[src/rtl/mux_sel_arbiter.sv]
// Round-robin owner of the shared mux_2x_2_1 SEL line for two requesters.
// Optional forced-release timeout is built when MUX_ARB_TIMEOUT_EN is defined.
module mux_sel_arbiter #(
  parameter int GUARD_CYCLES = 2,
  parameter int MAX_HOLD     = 16
) (
  input  logic CLK,
  input  logic RESET,
  input  logic REQ_A,
  input  logic REQ_B,
  input  logic REL_A,
  input  logic REL_B,
  output logic SEL,
  output logic GNT_A,
  output logic GNT_B,
  output logic BUSY,
  output logic TIMEOUT
);

  localparam logic [1:0] IDLE    = 2'd0;
  localparam logic [1:0] SETUP   = 2'd1;
  localparam logic [1:0] GRANT_A = 2'd2;
  localparam logic [1:0] GRANT_B = 2'd3;

  localparam logic [3:0] GUARD_LAST = 4'(GUARD_CYCLES);

  logic [1:0] state, state_nx;
  logic       sel_nx;
  logic       last_b, last_b_nx;
  logic [3:0] guard_cnt, guard_nx;
  logic       win_b;
  logic       own_req, own_rel, oth_req;
  logic       in_b;

`ifdef MUX_ARB_TIMEOUT_EN
  localparam logic [15:0] HOLD_LAST = 16'(MAX_HOLD - 1);
  logic [15:0] hold_cnt, hold_nx;
  logic        tmo_nx;
`endif

  // Tie goes to whoever did not own the mux last.
  assign win_b = REQ_B && (!REQ_A || !last_b);

  // In SETUP and GRANT, SEL already points at the current winner.
  assign in_b    = SEL;
  assign own_req = in_b ? REQ_B : REQ_A;
  assign own_rel = in_b ? REL_B : REL_A;
  assign oth_req = in_b ? REQ_A : REQ_B;

  assign BUSY = (state != IDLE);

  // Next-state, select and counter decisions.
  always_comb begin
    state_nx  = state;
    sel_nx    = SEL;
    last_b_nx = last_b;
    guard_nx  = guard_cnt;
`ifdef MUX_ARB_TIMEOUT_EN
    hold_nx   = '0;
    tmo_nx    = 1'b0;
`endif
    unique case (state)
      IDLE: begin
        if (REQ_A || REQ_B) begin
          if (win_b == SEL) begin
            state_nx = win_b ? GRANT_B : GRANT_A;
          end else begin
            sel_nx   = win_b;
            state_nx = SETUP;
            guard_nx = '0;
          end
        end
      end
      SETUP: begin
        if (!own_req) begin
          state_nx = IDLE;
        end else if (guard_cnt >= GUARD_LAST) begin
          state_nx = in_b ? GRANT_B : GRANT_A;
        end else if (guard_cnt != 4'hF) begin
          guard_nx = guard_cnt + 4'd1;
        end
      end
      GRANT_A, GRANT_B: begin
`ifdef MUX_ARB_TIMEOUT_EN
        hold_nx = hold_cnt;
`endif
        if (own_rel || !own_req) begin
          state_nx  = IDLE;
          last_b_nx = in_b;
`ifdef MUX_ARB_TIMEOUT_EN
        end else if (oth_req && hold_cnt >= HOLD_LAST) begin
          state_nx  = IDLE;
          last_b_nx = in_b;
          tmo_nx    = 1'b1;
        end else if (hold_cnt != 16'hFFFF) begin
          hold_nx = hold_cnt + 16'd1;
`endif
        end
      end
    endcase
  end

  // State, select and grant registers.
  always_ff @(posedge CLK) begin
    if (RESET) begin
      state     <= IDLE;
      SEL       <= 1'b0;
      GNT_A     <= 1'b0;
      GNT_B     <= 1'b0;
      last_b    <= 1'b1;
      guard_cnt <= '0;
    end else begin
      state     <= state_nx;
      SEL       <= sel_nx;
      GNT_A     <= (state_nx == GRANT_A);
      GNT_B     <= (state_nx == GRANT_B);
      last_b    <= last_b_nx;
      guard_cnt <= guard_nx;
    end
  end

`ifdef MUX_ARB_TIMEOUT_EN
  // Hold counter and one-cycle timeout pulse.
  always_ff @(posedge CLK) begin
    if (RESET) begin
      hold_cnt <= '0;
      TIMEOUT  <= 1'b0;
    end else begin
      hold_cnt <= hold_nx;
      TIMEOUT  <= tmo_nx;
    end
  end
`else
  assign TIMEOUT = 1'b0;
`endif

endmodule

[config.mk]
export PLATFORM = sky130hd
export DESIGN_NAME = mux_sel_arbiter
export DESIGN_NICKNAME = d
export VERILOG_FILES = /design/src/rtl/mux_sel_arbiter.sv
export SDC_FILE = /design/constraint.sdc
export NUM_CORES = 1
export LEC_CHECK = 0
export CAP_MARGIN = 10
export CORE_UTILIZATION = 37
export CTS_CLUSTER_DIAMETER = 30
export CTS_CLUSTER_SIZE = 8
export DETAILED_ROUTE_END_ITERATION = 7
export DONT_BUFFER_PORTS = 1
export SLEW_MARGIN = 20
export SYNTH_ARGS = -nofsm -noshare
export SYNTH_HDL_FRONTEND = slang
export SYNTH_SLANG_ARGS = --single-unit
[constraint.sdc]
create_clock -name CLK -period 1.8 [get_ports CLK]
set_input_delay 0.18 -clock CLK [delete_from_list [all_inputs] [get_ports CLK]]
set_output_delay 0.18 -clock CLK [all_outputs]
set_load 0.005 [all_outputs]
==> parameters.txt, run 1 <==
Parameter                              Value

Outcome
  Outcome ... complete, no violations

Global route
  Number of antenna violations at the first check in global routing ... 0
  All-layer global routing usage ... 0.1399
  Total gr overflow ... 0
  Largest net degree at the start of global routing ... 10
  Vias in the first global route ... 442
  First-pass GRT wire length ... roughly 1.9 mm

Floorplanning
  Starting density of the core ... 0.4190
  Row Count ... 13
  Die Wd ... 41.57 um
  Full die area ... 0.001728 mm2
  Ports ... 11
  Area of the core region ... 0.001383 mm2
  Die height ... 41.57 um

STA
  Fin. max-slew vios ... 0
  Total negative setup slack ... 0 ns
  Clock skew after layout ... 0.002975 ns
  Peak clock frequency supported by timing ... 578.0 MHz
  Final count of negative-setup-slack endpoints ... 0
  Final period util ... 0.9612
  RSZ-0062 raised after global routing ... true
  Final Hold Vio Count ... 0
  Min cycle time layout ... 1.730 ns

Pwr
  Power density over the cells ... 913.1 mW/mm2
  Overall power consumption ... 607.8 uW
  Max rail drop VDD ... 423.3 uV
  Static Leakage ... 0.0002821 uW

Clock tree
  Clock tree from TritonCTS ... built
  Root Buffer ... clkbuf_4
  Clock-pin transition on the worst setup and hold timing paths ... about 0.070 ns
  Clock Tree Buf Depth ... 2
  Maximum level of the CTS H-tree ... 1
  Inserted Clock Buffers ... 3
  Clock latency of the later-clocked register in the worst-skew pair ... between 0.2 and 0.3 ns
  Clock sink total ... 10

Detailed routing
  Detailed-router iteration count before antenna repair ... 4
  DRC errors left ... 0
  DRT Wirelength ... 1.140 mm
  Total met3 wirelength after detailed routing ... 38 um
  Number of DRC violations after detailed-routing iteration 0 ... 3
  Via count ... between 400 and 500
  Avg Vias per Cell ... approximately 5.2
  Number of routed nets with antenna violations ... 0
  Final routed wire length divided by cell count ... 13.26 um
  Detailed-routing wirelength on met1 ... 622 um
  Uppermost metal layer occupied by signal nets ... met4
  Met2 routed wirelength ... 445 um

Logic synthesis
  EDFF count, synth ... 0
  Dominant combinational cell family by area after synthesis ... simple AND/OR/NAND/NOR gates
  Gate Count Post-Synth ... 66
  Syn Nets ... 75
  Synthesized-area fraction occupied by xor and xnor cells ... 0
  Most used flip-flop cell after synthesis ... dfxtp_1
  Mean Syn Cell Area ... 8.777 um2
  Fraction of the mapped netlist area in simple logic gates ... 0.2851
  Share of synthesized area occupied by flip-flops and latches ... 0.3456
  Fraction of the mapped netlist area in adder cells ... 0.06479
  Yosys Warn Count ... 0
  Synthesized cell area ... a little under 600 um2
  Yosys reg bits ... 10
  Number of distinct standard cells referenced by the synthesized netlist ... 35
  Synthesized-area fraction occupied by ao, oa, aoi and oai cells ... 0.1965
  Ys async rst share ... 0
  Multiplexer share of the synthesized area ... 0.03456

Setup path
  Critical path class ... flip-flop to flip-flop
  Critical path required time ... 1.98 ns
  Crit path launch type ... flip-flop
  Worst r2r path cells ... 6
  End of the critical path ... guard_cnt[0]
  Peak fanout along the critical path ... 3
  Worst reg-to-reg setup slack ... 0.07 ns
  Capturing point of the worst reg2reg path ... guard_cnt[0]
  Crit path launch ... guard_cnt[0]
  Arrival time reported for the critical path endpoint ... 1.91 ns
  Worst r2r src ... guard_cnt[0]
  Worst setup EP type ... flip-flop

Final layout
  Layout Utilization ... 0.4814
  Proportion of layout cells with a drive suffix above 1 ... 0.2817
  Total Nets Final ... between 80 and 90
  Total inserted antenna cells ... 0
  Layout Area Growth over Synthesis ... 14.90%

Min path
  Hold depth ... 1
  Class of the worst hold path ... input pin to flip-flop

Placement
  DP Wirelength ... 783.3 um
  Routability congestion estimate ... 0.7832
  Count of buffers inserted at the top-level ports ... 0

Job
  Number of max-cap violations ... 0
sequential cells by signal, indices dropped and copies added (netlist names):
register	cells
GNT_A	1
last_b	1
SEL	1
GNT_B	1
guard_cnt	4
state	2
layout make-up:
class | instances | area [um2]
Tap cell | 15 | 18.77
Clock buffer | 4 | 36.28
Fill cell | 131 | 716.9
Multi-Input combinational cell | 47 | 352.8
Inverter | 6 | 22.52
Sequential cell | 10 | 202.7
Timing Repair Buffer | 4 | 32.53
where the power goes:
part	leakage, uW	switching, uW	internal (uW)
registers	0.0000826	25.0	244
clock network	0.0000210	76.6	123
logic	0.000179	74.4	65.5
total	0.000282	176	432
metal layers:
metal | global-route usage | up-vias
met5 | 0 | -
li1 | - | 240
met3 | 0.02174 | 4
met2 | 0.1906 | 11
met4 | 0.07742 | 0
met1 | 0.2064 | 194
repair_timing:
action                                  in CTS  in global routing
hold endpoints to repair                     2                  0
hold buffers                                 1                  0
resized for setup                            1                  4
endpoints found under the setup margin       1                  4
pin swaps                                    1                  4
buffers inserted                             0                  2
through the flow:
step                      instances  instance area [um2]  hold WS (ns)  worst slack [ns]
final                            86                665.6       0.02140           0.06976
after global routing             86                665.6       0.01386          -0.04436
after detailed placement         79                589.3        0.2515          0.005211
after floorplan                  66                579.3        0.2491           0.09263
after CTS                        84                636.9       0.01175           0.01831
after global placement           79                589.3        0.2505           0.04754
worst min path at each step:
stage / slack (ns) / from / end
floorplan: 0.25 / RESET / SEL
global placement: 0.25 / RESET / SEL
detailed placement: 0.25 / RESET / SEL
CTS: 0.01 / RESET / last_b
global route: 0.01 / RESET / last_b
finish: 0.02 / RESET / last_b
cell usage after synthesis, drive strengths merged, types with 2 or more instances:
| master | n | area share |
|---|---|---|
| dfxtp | 10 | 0.35 |
| nand2 | 8 | 0.056 |
| inv | 6 | 0.039 |
| nor2 | 4 | 0.026 |
| a21oi | 3 | 0.026 |
| ha | 3 | 0.065 |
| a31oi | 2 | 0.032 |
| clkbuf | 2 | 0.015 |
| mux2i | 2 | 0.035 |
| nand2b | 2 | 0.022 |
| o211ai | 2 | 0.026 |
| o21ai | 2 | 0.017 |
| or2 | 2 | 0.022 |
worst max-delay path, cell delays in order (launching register included):
cell       delay [ns]
dfxtp_2          0.33
inv_2            0.05
ha_4             0.15
or4_4            0.49
a2111oi_4        0.31
nand2_2          0.13
mux2i_1          0.18
placed cells by master, fill, tap and decap left out, types with 2 or more instances in the layout:
cell and n:
o211ai_1 2, or2_2 2, inv_1 5, a21oi_1 3, dfxtp_1 8, nor2_1 4, mux2i_1 2, dfxtp_2 2
clkbuf_4 3, buf_4 3, ha_1 2, nand2b_1 2, nand2_1 7
cells by family (layout without fill, tap and decap cells):
kind of cell	Yosys count	in the layout
fa+ha+maj	3	3
mux	2	2
buf+inv	9	14
other cells	1	1
simple gates	28	28
compound gates	13	13
flops	10	10
Note: power is estimated with default switching activity, not from simulation.
==> inputs of run 2 (changes only) <==
--- a/config.mk
+++ b/config.mk
@@ -6,7 +6,8 @@
 export NUM_CORES = 1
 export LEC_CHECK = 0
 export CAP_MARGIN = 10
-export CORE_UTILIZATION = 37
+export CORE_ASPECT_RATIO = 0.8
+export CORE_UTILIZATION = 31
 export CTS_CLUSTER_DIAMETER = 30
 export CTS_CLUSTER_SIZE = 8
 export DETAILED_ROUTE_END_ITERATION = 7
==> run 2 against run 1 <==
  * Critical path type unchanged
  * Sequential share of layout area rose by 0.63 points
  * Count of clock-buffer cells in the layout did not move
  * Global-route usage fell by 2.0 points
  * Maximum frequency rose by 2.4%
  * Hold slack barely moved
  * Clock skew fell by 0.0014 ns
  * Worst setup slack improved by 0.041 ns
  * Non-clock buffer count fell by 2
  * Highest routed layer unchanged
  * Core utilization fell by 9.8 points
==> parameters.txt, run 2 (synthesis gave the netlist of run 1 again) <==
Parameter                              Value

Global route
  GR met3 Demand/Resource ... 0.04444
  Met1 capacity usage during global routing ... 0.1554
  Total gr overflow ... 0
  Largest net degree at the start of global routing ... 10
  Layer carrying the most global-route usage ... met2
  First-pass GRT wire length ... 1.697 mm
  Number of antenna violations at the first check in global routing ... 0
  All-layer global routing usage ... 0.1201
  Met2 Usage GRT ... 0.1667
  Vias in the first global route ... 385

Min path
  Hold-critical path endpoint ... last_b
  Hold path startpoint ... RESET
  Class of the worst hold path ... input pin to flip-flop
  Hold depth ... 1

Placement
  DP Wirelength ... ~810 um
  Routability congestion estimate ... 0.6630
  Count of buffers inserted at the top-level ports ... 0
  Placement-stage worst setup slack ... 0.01250 ns
  Cell area after placement ... 598.1 um2
  Post-Place Cells ... 86

STA
  RSZ-0062 raised after global routing ... false
  Final worst slack ... 0.1105 ns
  Peak clock frequency supported by timing ... 591.9 MHz
  Final period util ... 0.9386
  Fin. max-slew vios ... 0
  Min cycle time layout ... approximately 1.7 ns
  Final Hold Vio Count ... 0
  Final count of negative-setup-slack endpoints ... 0
  Total negative setup slack ... 0 ns
  Clock skew after layout ... 0.001602 ns

Outcome
  Outcome ... complete, no violations

Floorplanning
  Area of the core region ... 0.001692 mm2
  Starting density of the core ... 0.3425
  Full die area ... roughly 0.0020 mm2
  Ports ... 11
  Die height ... 40.67 um
  Row Count ... 13
  Die Wd ... ~50 um

Setup path
  List of cells traversed by the critical path ... inv_1, ha_2, or4_4, a2111oi_4, nand2_2, mux2i_1
  Capturing point of the worst reg2reg path ... guard_cnt[1]
  Worst setup EP type ... flip-flop
  Standard cell with the maximum stage delay on the critical path ... or4_4
  Critical path required time ... 1.96 ns
  Largest delay share family, worst path ... simple AND/OR/NAND/NOR gates
  Worst r2r path cells ... 6
  CP Buf/Inv Count ... 1
  Peak fanout along the critical path ... 3
  Arrival time reported for the critical path endpoint ... 1.84 ns
  Worst reg-to-reg setup slack ... ~0.11 ns
  CP peak stage delay ... 0.44 ns
  Worst r2r src ... guard_cnt[0]
  Critical path class ... flip-flop to flip-flop
  Crit path launch type ... flip-flop

Clock tree
  Count of buffers added by post-CTS timing repair for setup ... 0
  Clock tree from TritonCTS ... built
  Clock latency of the later-clocked register in the worst-skew pair ... ~0.26 ns
  Clock sink total ... 10
  Maximum level of the CTS H-tree ... 1
  Inserted Clock Buffers ... 3
  Clock-pin transition on the worst setup and hold timing paths ... ~0.070 ns
  Root Buffer ... clkbuf_4
  Clock Tree Buf Depth ... 2

Detailed routing
  Number of routed nets with antenna violations ... 0
  Avg Vias per Cell ... 4.747
  DRT Wirelength ... 1.084 mm
  Via count ... about 430
  Final routed wire length divided by cell count ... around 12 um
  Number of DRC violations after detailed-routing iteration 0 ... 6
  Detailed-router iteration count before antenna repair ... 4
  DRC errors left ... 0

Final layout
  Proportion of layout cells with a drive suffix above 1 ... 0.2319
  Largest register FFs ... 4
  Number of non-filler instances in the completed layout ... 91
  Total Nets Final ... 79
  Layout Utilization ... 0.3831
  Total inserted antenna cells ... 0
  Leading cell type in the layout, fill and taps excluded ... dfxtp_1
  Biggest register ... guard_cnt
  Leading cell types in the layout, fill and taps excluded ... 9 x dfxtp_1, 7 x nand2_1, 6 x inv_1
  Top Registers ... guard_cnt x4, state x2
  Layout Area Growth over Synthesis ... 11.88%
  Non-Filler Cell Area, Final ... 648.1 um2

Pwr
  Power density over the cells ... 911.8 mW/mm2
  Static Leakage ... 0.0002701 uW
  Max rail drop VDD ... between 400 and 500 uV

Job
  Number of max-cap violations ... 0
run 2: cell count changes in the layout (fill, tap and decap cells not counted), sizes merged:
cell  delta
buf      -2
run 2: worst max-delay path by stage:
stage | from | endpoint | slack (ns) | cells past startpoint
finish | guard_cnt[0] | guard_cnt[1] | 0.11 | 6
global route | guard_cnt[0] | guard_cnt[1] | 0.03 | 6
CTS | guard_cnt[0] | guard_cnt[1] | 0.03 | 6
detailed placement | guard_cnt[0] | guard_cnt[1] | 0.01 | 6
global placement | guard_cnt[0] | guard_cnt[0] | 0.04 | 6
floorplan | guard_cnt[0] | guard_cnt[0] | 0.09 | 6
run 2: report_power, final:
| group | total, uW | internal, uW | switching (uW) |
|---|---|---|---|
| clock network | 201 | 123 | 78.0 |
| registers | 269 | 244 | 25.3 |
| logic | 121 | 54.1 | 67.1 |
run 2: stage by stage:
| step | power, uW | hold WS [ns] |
|---|---|---|
| after global routing | 623.9 | 0.01075 |
| after floorplan | 367.7 | 0.2491 |
| final | 591.0 | 0.02109 |
| after global placement | 389.7 | 0.2535 |
| after CTS | 597.2 | 0.009280 |
| after detailed placement | 389.0 | 0.2558 |
run 2: cell type report:
class                   count  area (um2)
multi-input cells          47       342.8
well taps                  22       27.53
flip-flops and latches     10       201.4
fillers                   185        1044
repair buffers              2       17.52
inverters                   6       22.52
clock buffers               4       36.28
run 2: layer usage:
| layer | up-vias | share of wire |
|---|---|---|
| met2 | 3 | 0.40 |
| met4 | 0 | 0.0055 |
| li1 | 236 | - |
| met1 | 191 | 0.58 |
| met3 | 2 | 0.017 |
| met5 | - | 0 |
run 2: worst register-to-register path: cells and delay by family, from the launching register on:
| kind | cells | cell delay [ns] |
|---|---|---|
| mux | 1 | 0.13 |
| flops | 1 | 0.34 |
| buf+inv | 1 | 0.06 |
| fa+ha+maj | 1 | 0.18 |
| compound gates | 1 | 0.31 |
| simple gates | 2 | 0.56 |
run 2: what timing repair did:
action,4_1_cts,5_1_grt
pin swaps,1,2
resized for setup,1,1
hold endpoints to repair,2,0
setup endpoints to repair,1,3
hold buffers,1,0
